--- src/rtl/ehl_timer_deadtime.sv ---
// Dead-time inserter: splits each PWM channel into a complementary high/low pair
// with a programmable number of all-off clocks around every edge.
module ehl_timer_deadtime #(
   parameter int   NCH      = 1,
   parameter int   DT_WIDTH = 8,
   parameter logic OUT_POL  = 1'b1
) (
   input  logic                clk,
   input  logic                reset,
   input  logic                ena,
   input  logic [DT_WIDTH-1:0] dt_rise,
   input  logic [DT_WIDTH-1:0] dt_fall,
   input  logic [NCH-1:0]      pwm_in,
   output logic [NCH-1:0]      pwm_hi,
   output logic [NCH-1:0]      pwm_lo,
   output logic [NCH-1:0]      dt_busy
);

   typedef enum logic [2:0] {
      S_OFF   = 3'd0,
      S_LO    = 3'd1,
      S_DT_LH = 3'd2,
      S_HI    = 3'd3,
      S_DT_HL = 3'd4
   } state_t;

   localparam logic [DT_WIDTH-1:0] DT_ZERO = '0;
   localparam logic [DT_WIDTH-1:0] DT_ONE  = DT_WIDTH'(1);

   logic [NCH-1:0] pwm_q;

   always_ff @(posedge clk) begin
      if (reset) begin
         pwm_q <= '0;
      end else begin
         pwm_q <= pwm_in;
      end
   end

   for (genvar i = 0; i < NCH; i++) begin : g_ch
      state_t              state;
      state_t              state_nxt;
      logic [DT_WIDTH-1:0] cnt;
      logic [DT_WIDTH-1:0] cnt_nxt;
      logic                hi_r;
      logic                lo_r;
      logic                busy_r;

      always_comb begin
         state_nxt = state;
         cnt_nxt   = cnt;
         if (!ena) begin
            state_nxt = S_OFF;
            cnt_nxt   = DT_ZERO;
         end else begin
            case (state)
               S_OFF, S_LO: begin
                  if (pwm_q[i]) begin
                     if (dt_rise == DT_ZERO) begin
                        state_nxt = S_HI;
                     end else begin
                        state_nxt = S_DT_LH;
                        cnt_nxt   = dt_rise - DT_ONE;
                     end
                  end else begin
                     state_nxt = S_LO;
                  end
               end
               // A pulse that ends before the gap expires is swallowed here.
               S_DT_LH: begin
                  if (!pwm_q[i]) begin
                     state_nxt = S_LO;
                     cnt_nxt   = DT_ZERO;
                  end else if (cnt == DT_ZERO) begin
                     state_nxt = S_HI;
                  end else begin
                     cnt_nxt = cnt - DT_ONE;
                  end
               end
               S_HI: begin
                  if (!pwm_q[i]) begin
                     if (dt_fall == DT_ZERO) begin
                        state_nxt = S_LO;
                     end else begin
                        state_nxt = S_DT_HL;
                        cnt_nxt   = dt_fall - DT_ONE;
                     end
                  end
               end
               S_DT_HL: begin
                  if (pwm_q[i]) begin
                     state_nxt = S_HI;
                     cnt_nxt   = DT_ZERO;
                  end else if (cnt == DT_ZERO) begin
                     state_nxt = S_LO;
                  end else begin
                     cnt_nxt = cnt - DT_ONE;
                  end
               end
               default: begin
                  state_nxt = S_OFF;
                  cnt_nxt   = DT_ZERO;
               end
            endcase
         end
      end

      // Outputs are registered from the next state so they change on the same edge as the FSM.
      always_ff @(posedge clk) begin
         if (reset) begin
            state  <= S_OFF;
            cnt    <= DT_ZERO;
            hi_r   <= ~OUT_POL;
            lo_r   <= ~OUT_POL;
            busy_r <= 1'b0;
         end else begin
            state  <= state_nxt;
            cnt    <= cnt_nxt;
            hi_r   <= (state_nxt == S_HI) ? OUT_POL : ~OUT_POL;
            lo_r   <= (state_nxt == S_LO) ? OUT_POL : ~OUT_POL;
            busy_r <= (state_nxt == S_DT_LH) || (state_nxt == S_DT_HL);
         end
      end

      assign pwm_hi[i]  = hi_r;
      assign pwm_lo[i]  = lo_r;
      assign dt_busy[i] = busy_r;
   end

endmodule
--- config.mk ---
export PLATFORM = sky130hd
export DESIGN_NAME = ehl_timer_deadtime
export DESIGN_NICKNAME = d
export VERILOG_FILES = /design/src/rtl/ehl_timer_deadtime.sv
export SDC_FILE = /design/constraint.sdc
export NUM_CORES = 1
export LEC_CHECK = 0
export CAP_MARGIN = 20
export CORE_MARGIN = 1.5
export CORE_UTILIZATION = 46
export CTS_CLUSTER_DIAMETER = 60
export DETAILED_ROUTE_END_ITERATION = 8
export PLACE_DENSITY = 0.77
export SETUP_SLACK_MARGIN = 0.05
export SLEW_MARGIN = 15
export SYNTH_ARGS = -nofsm -noshare
export SYNTH_HDL_FRONTEND = slang
export SYNTH_SLANG_ARGS = --single-unit
--- constraint.sdc ---
create_clock -name clk -period 1.9 [get_ports clk]
set_input_delay 0.285 -clock clk [delete_from_list [all_inputs] [get_ports clk]]
set_output_delay 0.285 -clock clk [all_outputs]
set_load 0.1 [all_outputs]
==> metrics.yaml <==
crit_chain: "inv_1, ha_2, or3b_2, o31a_1, o21ai_1, o22ai_1, a31o_2"
finalNetCount: 224
violations: "setup timing"
antenna_found_initial: 0
synthArstFlopShare: 0
skew_ns: 0.009074
drc: 0
die_y_um: 52.89
fmax_mhz: 516.1
synthesis.nets: 166
n_antenna_cell: 0
setup_ws_ns: -0.03777
place.gp.congestion: 0.9033
place_area_um2: 1643
die_area_um2: 2797
cts-root-buf: "clkbuf_4"
postLayoutCellArea_um2: 1868
first_pass_iters: 7
hold_end: "pwm_q"
peakVddDrop_uv: 705.4
drive_gt1_frac: 0.4050
synth_most_common_cell: "dfxtp_1"
portBuffers: 22
path_buf_inv: 1
powerDensity_nw_per_um2: 452.2
syn-cell-area_um2: 1145
die_w_um: 52.89
htreeDepth: 1
worstPathRequired_ns: 2.10
grt_pass1_vias: 1400
timing.rr.start: "g_ch[0].cnt[0]"
yosysTopAreaCellShare: 0.2623
cts_made_buffers: 3
synth.largest_area_cell: "dfxtp_1"
wl_met3_um: 250
worstHoldStart: "reset"
wirelength_um: 4252
cts_max_path_buffers: 2
fin_crit_ns: 1.938
fp-row-count: 17
dp_hpwl_um: 2813
worstMarginPinSlew_ns: 0.5521
holdCritPathClass: "in -> reg"
place_ws_ns: -0.4566
cpMaxStageDelayCell: "or3b_2"
clkSinkCount: 15
core_area_um2: 2276
avgSynthCellArea_um2: 8.006
tns_ns: -0.03777
synthCells: 143
cp_max_fo: 5
finalSetupViolCount: 1
synth-warning-count: 0
synth_area_leaders: "dfxtp_1 (26%), nor4_1 (5.5%), a32o_1 (5.2%)"
cap_violations: 0
clk-insertion-delay-late_ns: 0.29
synth_cell_types: 40
dp.cells: 220
wl_met1_um: 1644
ys_ff_latch: 15
cts_tree: "built"
crit_path_end_kind: "register"
hold_path_depth: 2
grt_first_pass_wirelength_um: 6216
track_usage: 0.3034
layoutNonFillerInstCount: 228
vias_per_cell: 6.684
synth_edf_count: 0
routed.top_layer: "met4"
crit_path_max_incr_delay_ns: 0.47
area_delta_synth_final_pct: 63.17
drv_slew: 0
postRouteAntennaNets: 0
wl_met2_um: 2185
holdBufCountCts: 0
seq_area_frac_synth: 0.2623
leakage_uw: 0.0008252
cp_top_family: "compound AO/OA/AOI/OAI gates"
num_vias: 1524
fin_util: 0.8208
grt_max_degree: 13
slew_headroom: 0.6289
io_pins: 23
reg2reg_to: "g_ch[0].cnt[6]"
initial_utilization: 0.5030
rrSetupSlack_ns: -0.04
critPathKind: "reg -> reg"
arrival_ns: 2.13
clk_pin_slew_ns: 0.11
routedWlPerCell_um: 18.65
overflow: 0
critPathLaunchType: "register"
fin_crit_sh: 1.020
hold_viol: 0
drt_iter0_drc: 93
synth_ff_type: "dfxtp_1"
reg2reg_depth: 7
rsz0062_at_grt: "yes"
yosys-top-cells-count: "dfxtp_1 (15), a21oi_1 (10), nand2_1 (10), nor4_1 (10), o21ai_0 (8)"
outcome: "finished, violations left"
==> cell type report <==
type	count	area, um^2
fill	137	407.9
clock inverter	1	5.005
clock buffer	3	22.52
timing repair buffer	59	496.7
sequential	15	310.3
multi-input combinational	117	979.7
inverter	5	18.77
tap	28	35.03
==> layout by cell type, fill, tap and decap left out, types with 2 or more instances in the layout <==
master           synthesis  layout
or3b_2                   2       2
o21ai_0                  8       7
a31o_2                   2       2
clkbuf_4                 0       3
a21boi_0                 2       2
nor2_4                   0       2
dlymetal6s2s_1           0       5
dlygate4sd2_1            0       5
nor2_1                   6       4
and2_1                   2       2
nor4_4                   0       2
xor2_1                   5       5
nand2_1                 10      10
o22ai_1                  4       4
ha_2                     0       2
inv_1                    5       5
nor3_1                   3       2
nor2b_1                  2       2
nor4_2                   0       6
mux2i_1                  6       5
o31a_1                   2       2
dfxtp_2                  0       5
nand3b_1                 2       2
nand3_1                  5       4
nor4_1                  10       2
dfxtp_1                 15       9
nand2b_1                 4       4
a32o_1                   6       6
o211ai_1                 2       2
clkdlybuf4s50_1          0       9
o32ai_2                  0       2
or4_4                    1       2
a21oi_1                 10       9
buf_4                    0      40
==> metrics by stage <==
step	hold WS, ns	total power [uW]
2_1_floorplan	0.3566	469.5
3_3_place_gp	0.5451	595.4
3_5_place_dp	0.5480	604.5
6_report	0.5440	844.6
5_1_grt	0.5703	874.6
4_1_cts	0.5444	809.9
==> registers in the layout, indices dropped and copies added, names as in the netlist <==
signal and flops:
pwm_q 1, g_ch.state 3, pwm_hi 1, g_ch.cnt 8, dt_busy 1, pwm_lo 1
==> timing repair <==
action	4_1_cts	5_1_grt
pin swaps	10	13
resized for setup	22	21
setup buffers	1	3
endpoints found under the setup margin	10	11
==> routing by layer <==
metal,global-route usage,vias up
met5,0,-
met4,0.08120,0
met3,0.05932,28
met2,0.5563,91
met1,0.3555,728
li1,-,677
==> logic make-up after synthesis <==
group / Yosys count / share of synthesized area
multiplexers: 8 / 0.07213
XOR/XNOR: 6 / 0.04590
AO/OA/AOI/OAI: 47 / 0.2907
flip-flops: 15 / 0.2623
buffers and inverters: 11 / 0.03607
adder cells (fa/ha/maj): 3 / 0.03279
AND/OR/NAND/NOR: 53 / 0.2601
==> where the power goes <==
part | internal (uW) | switching [uW] | total (uW) | leakage [uW]
Combinational | 153 | 156 | 309 | 0.000682
Clock | 78.2 | 118 | 196 | 0.0000177
Sequential | 325 | 13.8 | 339 | 0.000125
==> how the worst max path moves through the flow <==
| stage | start | endpoint | slack, ns | cells past startpoint |
|---|---|---|---|---|
| floorplan | g_ch[0].cnt[3] | g_ch[0].cnt[7] | -0.02 | 5 |
| global placement | dt_rise[6] | g_ch[0].cnt[6] | -0.33 | 7 |
| detailed placement | dt_fall[6] | g_ch[0].cnt[6] | -0.46 | 8 |
| CTS | g_ch[0].cnt[0] | g_ch[0].cnt[6] | 0.004 | 7 |
| global route | g_ch[0].state[2] | g_ch[0].cnt[4] | -0.14 | 8 |
| finish | g_ch[0].cnt[0] | g_ch[0].cnt[6] | -0.04 | 7 |
Power figures use the tool's default switching activity.
